### src/rtl/button_event_decoder_pkg.sv
// Shared button-block definitions: FSM state encoding and press counter width.
// Reused by later button and menu blocks.
package button_event_decoder_pkg;

    typedef enum logic [1:0] {
        StIdle    = 2'd0,
        StPressed = 2'd1,
        StRepeat  = 2'd2
    } btn_state_e;

    localparam int unsigned PressCntW = 8;

    function automatic int unsigned max_ticks(input int unsigned a, input int unsigned b);
        return (a > b) ? a : b;
    endfunction

endpackage

### src/rtl/button_event_decoder_tick_prescaler.sv
// Free-running prescaler; tick is high for the one cycle the counter is all ones.
module tick_prescaler #(
    parameter int unsigned TICK_BITS = 21
) (
    input  logic clock,
    input  logic reset,
    output logic tick
);

    logic [TICK_BITS-1:0] count_q;

    always_ff @(posedge clock or posedge reset) begin
        if (reset) begin
            count_q <= '0;
        end else begin
            count_q <= count_q + TICK_BITS'(1);
        end
    end

    assign tick = &count_q;

endmodule

### src/rtl/button_event_decoder.sv
// Classifies a debounced button level into press/release/long-press/repeat pulses
// and keeps a wrapping press counter.
module button_event_decoder
    import button_event_decoder_pkg::*;
#(
    parameter int unsigned TICK_BITS    = 21,
    parameter int unsigned LONG_TICKS   = 48,
    parameter int unsigned REPEAT_TICKS = 10
) (
    input  logic                 clock,
    input  logic                 reset,
    input  logic                 btn,
    output logic                 press,
    output logic                 release_evt,
    output logic                 long_press,
    output logic                 repeat_evt,
    output logic                 held,
    output logic [PressCntW-1:0] press_count
);

    localparam int unsigned HoldW = $clog2(max_ticks(LONG_TICKS, REPEAT_TICKS) + 1);
    localparam logic [HoldW-1:0] LongLast   = HoldW'(LONG_TICKS - 1);
    localparam logic [HoldW-1:0] RepeatLast = HoldW'(REPEAT_TICKS - 1);

    logic                 sync1_q, sync2_q, dly_q;
    logic                 rise, fall, tick;
    btn_state_e           state_q, state_d;
    logic [HoldW-1:0]     hold_q, hold_d;
    logic [PressCntW-1:0] count_d;
    logic                 press_d, release_d, long_d, repeat_d;

    tick_prescaler #(
        .TICK_BITS(TICK_BITS)
    ) u_prescaler (
        .clock(clock),
        .reset(reset),
        .tick (tick)
    );

    assign rise = sync2_q & ~dly_q;
    assign fall = ~sync2_q & dly_q;

    // A fall always takes priority over a tick reaching its threshold.
    always_comb begin
        state_d   = state_q;
        hold_d    = hold_q;
        count_d   = press_count;
        press_d   = 1'b0;
        release_d = 1'b0;
        long_d    = 1'b0;
        repeat_d  = 1'b0;
        unique case (state_q)
            StIdle: begin
                if (rise) begin
                    press_d = 1'b1;
                    count_d = press_count + PressCntW'(1);
                    hold_d  = '0;
                    state_d = StPressed;
                end
            end
            StPressed: begin
                if (fall) begin
                    release_d = 1'b1;
                    state_d   = StIdle;
                end else if (tick) begin
                    if (hold_q == LongLast) begin
                        long_d  = 1'b1;
                        hold_d  = '0;
                        state_d = StRepeat;
                    end else begin
                        hold_d = hold_q + HoldW'(1);
                    end
                end
            end
            StRepeat: begin
                if (fall) begin
                    release_d = 1'b1;
                    state_d   = StIdle;
                end else if (tick) begin
                    if (hold_q == RepeatLast) begin
                        repeat_d = 1'b1;
                        hold_d   = '0;
                    end else begin
                        hold_d = hold_q + HoldW'(1);
                    end
                end
            end
            default: state_d = StIdle;
        endcase
    end

    always_ff @(posedge clock or posedge reset) begin
        if (reset) begin
            sync1_q     <= 1'b0;
            sync2_q     <= 1'b0;
            dly_q       <= 1'b0;
            state_q     <= StIdle;
            hold_q      <= '0;
            press_count <= '0;
            press       <= 1'b0;
            release_evt <= 1'b0;
            long_press  <= 1'b0;
            repeat_evt  <= 1'b0;
            held        <= 1'b0;
        end else begin
            sync1_q     <= btn;
            sync2_q     <= sync1_q;
            dly_q       <= sync2_q;
            state_q     <= state_d;
            hold_q      <= hold_d;
            press_count <= count_d;
            press       <= press_d;
            release_evt <= release_d;
            long_press  <= long_d;
            repeat_evt  <= repeat_d;
            held        <= (state_d != StIdle);
        end
    end

endmodule

### config.mk
export PLATFORM = sky130hd
export DESIGN_NAME = button_event_decoder
export DESIGN_NICKNAME = d
export VERILOG_FILES = /design/src/rtl/button_event_decoder_pkg.sv /design/src/rtl/button_event_decoder_tick_prescaler.sv /design/src/rtl/button_event_decoder.sv
export SDC_FILE = /design/constraint.sdc
export NUM_CORES = 1
export LEC_CHECK = 0
export BUFFER_PORTS_ARGS = -buffer_cell sky130_fd_sc_hd__buf_4
export CAP_MARGIN = 20
export CORE_ASPECT_RATIO = 0.8
export CORE_MARGIN = 4
export CORE_UTILIZATION = 58
export CTS_BUF_LIST = sky130_fd_sc_hd__clkbuf_4 sky130_fd_sc_hd__clkbuf_8
export DETAILED_ROUTE_END_ITERATION = 6
export PLACE_DENSITY = 0.74
export SYNTH_ARGS = -nofsm -noshare
export SYNTH_HDL_FRONTEND = slang
export SYNTH_SLANG_ARGS = --single-unit
### constraint.sdc
create_clock -name clock -period 2.76 [get_ports clock]
set_clock_uncertainty 0.05 [all_clocks]
set_input_delay 0 -clock clock [delete_from_list [all_inputs] [get_ports clock]]
set_output_delay 0 -clock clock [all_outputs]
set_load 0.02 [all_outputs]
==> key figures, run 1 <==
Yosys
  – Synth Instances: 192
  – Syn_nets: 203
  – Synth area leaders: dfrtp_1 53%, xnor2_1 6.6%, ha_1 4.7%
  – #FFs+latches synth: 45
  – Post-synth EDFFs: 0
  – Top-area cell type share of the netlist area: 0.533
  – Mapped Area: 0.00211 mm^2
  – Top-count cell post-synth: dfrtp_1
  – Synthesis Warnings: 0
  – Synth Area per Inst: 11.0 um^2
  – Post-synth top flop: dfrtp_1
  – Async SR Flop Fraction: 1.00
  – Synth top cells by count: 45 x dfrtp_1, 16 x nand3_1, 16 x xnor2_1
  – Netlist cell types: 41
  – Sequential element share of the synthesized area: 0.533
  – Synth area leader: dfrtp_1

Worst setup path
  – Crit Path Max Fanout: 6
  – WP data required: 2890 ps
  – Critical Path Start Type: flop
  – Reg2reg setup slack: 400 ps
  – Critical path endpoint category: flop
  – Worst EP arrival: 2490 ps
  – Setup CP Type: flop to flop

GRT
  – First-pass GRT wire length: 6610 um
  – Vias in the first global route: 1468
  – Largest net degree at the start of global routing: 18
  – GRT Resource Usage Total: 0.189
  – Initial antenna violation count: 0
  – Overflow after GRT: 0
  – GR Layer Usage met2: 0.289
  – Global Route met1 Usage: 0.257
  – Global-route track usage on met3: 0.0611
  – GRT busiest layer: met2

Drt
  – DRT Pass-1 Iters: 5
  – Drt total wl: 3950 um
  – # DRC: 0
  – WL per Instance: 15.2 um
  – Vias per inst: 5.83
  – Total vias in the final route: 1510
  – Initial drt markers: 79
  – Routed Antenna Nets: 0

Floorplan
  – Initial Utilization: 0.609
  – I/O pin total: 16
  – Die W: 75.5 um
  – Rows: 19
  – Die Height: 62.0 um
  – Core area: 0.00347 mm^2
  – DIE AREA: 0.00468 mm^2

Hold path
  – Min-delay worst type: primary input to asynchronous set/reset pin

Clock tree
  – Clock Latency Late Sink: 290 ps
  – Inserted Clock Buffers: 5
  – Postcts setup bufs: 0
  – Root buf cell: clkbuf_8
  – Clk buf depth: 2
  – Resized cells post-CTS: 0
  – Sink Count: 45
  – Htree depth: 2
  – Worst-path clk slew: 80 ps
  – Hold_buf cts: 2
  – CTS tree: built

STA
  – Fin crit share: 0.853
  – Slew of the pin with the lowest slew margin: 664 ps
  – # setup viols final: 0
  – Final hold viol count: 0
  – Fmax: 425 MHz
  – Hold_ws: 307 ps
  – Final Max Slew Viols: 0
  – Min Tclk post-route: 2360 ps
  – Unrepaired setup endpoints after global routing: false
  – Setup TNS: 0 ps
  – Headroom to the max-slew limit: 0.557

Cells and area
  – Area growth from synthesis to layout: 14.5%
  – Layout Cell Area excl Fill: 0.00242 mm^2
  – Fin util: 0.698
  – Nets: 228
  – Number of inserted diodes: 0
  – Share of layout cells above drive strength 1: 0.161

Power and ir drop
  – VDD IR max: 0.386 mV
  – PD cells: 684 mW/mm^2
  – Leak: 1.13 nW

Placement
  – Buffers on Ports: 15
  – Routability Congestion: 0.817
  – Placed cell areas: 0.00231 mm^2
  – Hpwl dp: 2900 um

Status
  – Status: completed

Job
  – Max-cap violation count: 0
-- stage by stage --
step	std cells	total power [W]	setup slack, ps
after floorplan	192	0.00110	477
after global placement	249	0.00123	484
after detailed placement	250	0.00126	435
after CTS	259	0.00167	413
after global routing	259	0.00175	279
final	259	0.00166	405
-- metal layers --
layer,up-vias,wire (um)
met5,-,0
met4,0,64
met3,10,201
met2,39,1850
met1,738,1830
li1,723,-
-- critical path, cell delays in order, from the launching register on --
cell and delay, ps:
dfrtp_1 370, ha_1 220, nand4_1 180, or4_4 550
a211o_1 350, and2_4 210, mux2_4 300
-- cell type report --
cell class | count | area (um^2)
inverters | 10 | 37.5
well taps | 42 | 52.6
flip-flops and latches | 45 | 1130
fillers | 256 | 1050
repair buffers | 21 | 183
multi-input cells | 134 | 932
clock buffers | 7 | 90.1
-- worst paths after layout --
kind / startpoint / to / cells past startpoint
max in group asynchronous: reset / state_q[0] / 5
worst min-delay path: reset / press_count[6] / 3
worst min register to register: sync1_q / sync2_q / 0
worst max register to register: u_prescaler.count_q[0] / hold_q[5] / 6
min in group clock: sync1_q / sync2_q / 0
worst max-delay path: u_prescaler.count_q[0] / hold_q[5] / 6
-- power by group --
| part | internal, W | switching (W) | leakage, nW |
|---|---|---|---|
| Combinational | 0.000188 | 0.000236 | 0.493 |
| Sequential | 0.000733 | 0.0000923 | 0.594 |
| Clock | 0.000208 | 0.000199 | 0.0477 |
| Total | 0.00113 | 0.000527 | 1.13 |
-- sequential cells by signal (all words and copies together), names as in the netlist --
name                 count
u_prescaler.count_q     21
press_count              8
hold_q                   6
state_q                  2
dly_q                    1
held                     1
long_press               1
press                    1
release_evt              1
repeat_evt               1
sync1_q                  1
sync2_q                  1
-- logic make-up after synthesis --
kind of cell | after synthesis | synth area share
XOR/XNOR | 26 | 0.108
AO/OA/AOI/OAI | 20 | 0.0651
adder cells (fa/ha/maj) | 8 | 0.0473
flip-flops | 45 | 0.533
multiplexers | 3 | 0.0195
AND/OR/NAND/NOR | 77 | 0.201
buffers and inverters | 13 | 0.0266
-- placed cells by master, fill, tap and decap left out, drive strengths merged --
master        n
a211o         1
a2bb2oi       1
and4          2
nor3          3
o31ai         2
nand3        16
buf          19
clkbuf        7
nand2b        1
a32oi         1
nor2b         3
a21oi         3
nand3b        2
nor2         11
and2          2
xor2         10
or4           1
dlygate4sd3   2
mux2          3
ha            8
o21ai         4
nand4        10
o21a          1
a41oi         1
or2           3
o22ai         1
nor3b         1
nand2        12
o41ai         1
nor4          2
or3           4
and3          3
xnor2        16
o2bb2a        1
and3b         1
a31oi         2
inv          10
o21bai        1
dfrtp        45
Note: power is estimated with default switching activity, not from simulation.
==> inputs of run 2 (changes only) <==
Settings changed: CTS_BUF_LIST sky130_fd_sc_hd__clkbuf_4 sky130_fd_sc_hd__clkbuf_8 to sky130_fd_sc_hd__clkbuf_8.
==> key figures, run 2 (synthesis gave the netlist of run 1 again) <==
STA
  – Final hold viol count: 0
  – Fin crit share: 0.853
  – Unrepaired setup endpoints after global routing: false
  – Headroom to the max-slew limit: 0.559
  – # setup viols final: 0
  – Hold_ws: 309 ps
  – Slew of the pin with the lowest slew margin: 661 ps
  – Final Max Slew Viols: 0
  – Setup TNS: 0 ps
  – Fmax: 425 MHz
  – Setup ws final: 407 ps
  – Min Tclk post-route: 2350 ps

Drt
  – Vias per inst: 5.73
  – # DRC: 0
  – DRT Pass-1 Iters: 4
  – Total vias in the final route: 1483
  – Routed Antenna Nets: 0
  – Drt total wl: 3920 um
  – Initial drt markers: 82
  – WL per Instance: 15.1 um

Placement
  – Hpwl dp: 2900 um
  – Buffers on Ports: 15
  – Routability Congestion: 0.817
  – Post-Place Setup Slack: 435 ps
  – Dpl cells: 250

Clock tree
  – Clock Latency Late Sink: 290 ps
  – CTS tree: built
  – Htree depth: 2
  – Resized cells post-CTS: 0
  – Root buf cell: clkbuf_8
  – Sink Count: 45
  – Inserted Clock Buffers: 5
  – Worst-path clk slew: 80 ps
  – Postcts setup bufs: 0
  – Clk buf depth: 2

GRT
  – First-pass GRT wire length: 6670 um
  – GRT Resource Usage Total: 0.191
  – Vias in the first global route: 1480
  – Initial antenna violation count: 0
  – Overflow after GRT: 0
  – Largest net degree at the start of global routing: 18

Cells and area
  – Nets: 228
  – Non-filler cells, final: 259
  – Number of inserted diodes: 0
  – Top reg by flops: u_prescaler.count_q
  – Area growth from synthesis to layout: 14.3%
  – Max reg flops: 21
  – Share of layout cells above drive strength 1: 0.157
  – Top flop regs: u_prescaler.count_q (21), press_count (8), hold_q (6)
  – Commonest non-fill, non-tap cell in the layout: dfrtp_1
  – Most frequent cells in the layout: 45 x dfrtp_1, 18 x buf_4, 16 x nand3_1, 16 x xnor2_1, 12 x nand2_1

Worst setup path
  – R2r startpoint: u_prescaler.count_q[0]
  – Worst EP arrival: 2480 ps
  – CP Launch Point: u_prescaler.count_q[0]
  – WP data required: 2890 ps
  – Setup CP Type: flop to flop
  – Crit Path Max Fanout: 6
  – Reg2reg setup slack: 410 ps
  – Critical Path Start Type: flop
  – Critical path endpoint category: flop

Floorplan
  – Die Height: 62.0 um
  – Rows: 19
  – Initial Utilization: 0.609
  – DIE AREA: 0.00468 mm^2
  – I/O pin total: 16
  – Core area: 0.00347 mm^2
  – Die W: 75.5 um

Power and ir drop
  – PD cells: 678 mW/mm^2
  – VDD IR max: 0.382 mV
  – Leak: 1.14 nW
  – Final Power: 0.00164 W

Hold path
  – Min-delay worst type: primary input to asynchronous set/reset pin

Status
  – Status: completed

Job
  – Max-cap violation count: 0
run 2: changes by cell type in the layout (fill, tap and decap cells not counted):
cell	change
clkbuf_4	-1
inv_1	+1
run 2: per-stage QoR:
stage / cell area (um^2) / util
final: 2420 / 0.696
after global routing: 2420 / 0.696
after CTS: 2420 / 0.696
after detailed placement: 2310 / 0.666
after global placement: 2280 / 0.658
after floorplan: 2110 / -
run 2: path summary, 6_finish.rpt:
kind,to,cells after the start
setup / recovery,hold_q[5],6
hold / removal,press_count[6],3
setup reg to reg,hold_q[5],6
hold reg to reg,sync2_q,0
max in group asynchronous,state_q[0],5
min in group clock,sync2_q,0
run 2: repair_timing:
action | 4_1_cts | 5_1_grt
endpoints found under the hold margin | 15 | 0
hold buffers | 2 | 0
setup endpoints to repair | 0 | 0
run 2: where the power goes:
group          switching [W]  internal [W]
registers          0.0000929      0.000733
logic               0.000234      0.000188
clock network       0.000196      0.000195
total               0.000523       0.00112
run 2: final cells by class:
cell class | instances | area [um^2]
flip-flops and latches | 45 | 1130
fillers | 255 | 1050
multi-input cells | 134 | 932
repair buffers | 21 | 183
clock buffers | 6 | 82.6
well taps | 42 | 52.6
inverters | 10 | 37.5
clock inverters | 1 | 3.75
run 2: metal layers:
metal	track usage	routed length [um]
met5	0	0
met4	0.0623	43
met3	0.0627	212
met2	0.295	1850
met1	0.257	1810
run 2: critical path, stage by stage, from the launching register on:
cell	delay, ps
dfrtp_1	370
ha_1	220
nand4_1	180
or4_4	550
a211o_1	350
and2_4	210
mux2_4	300
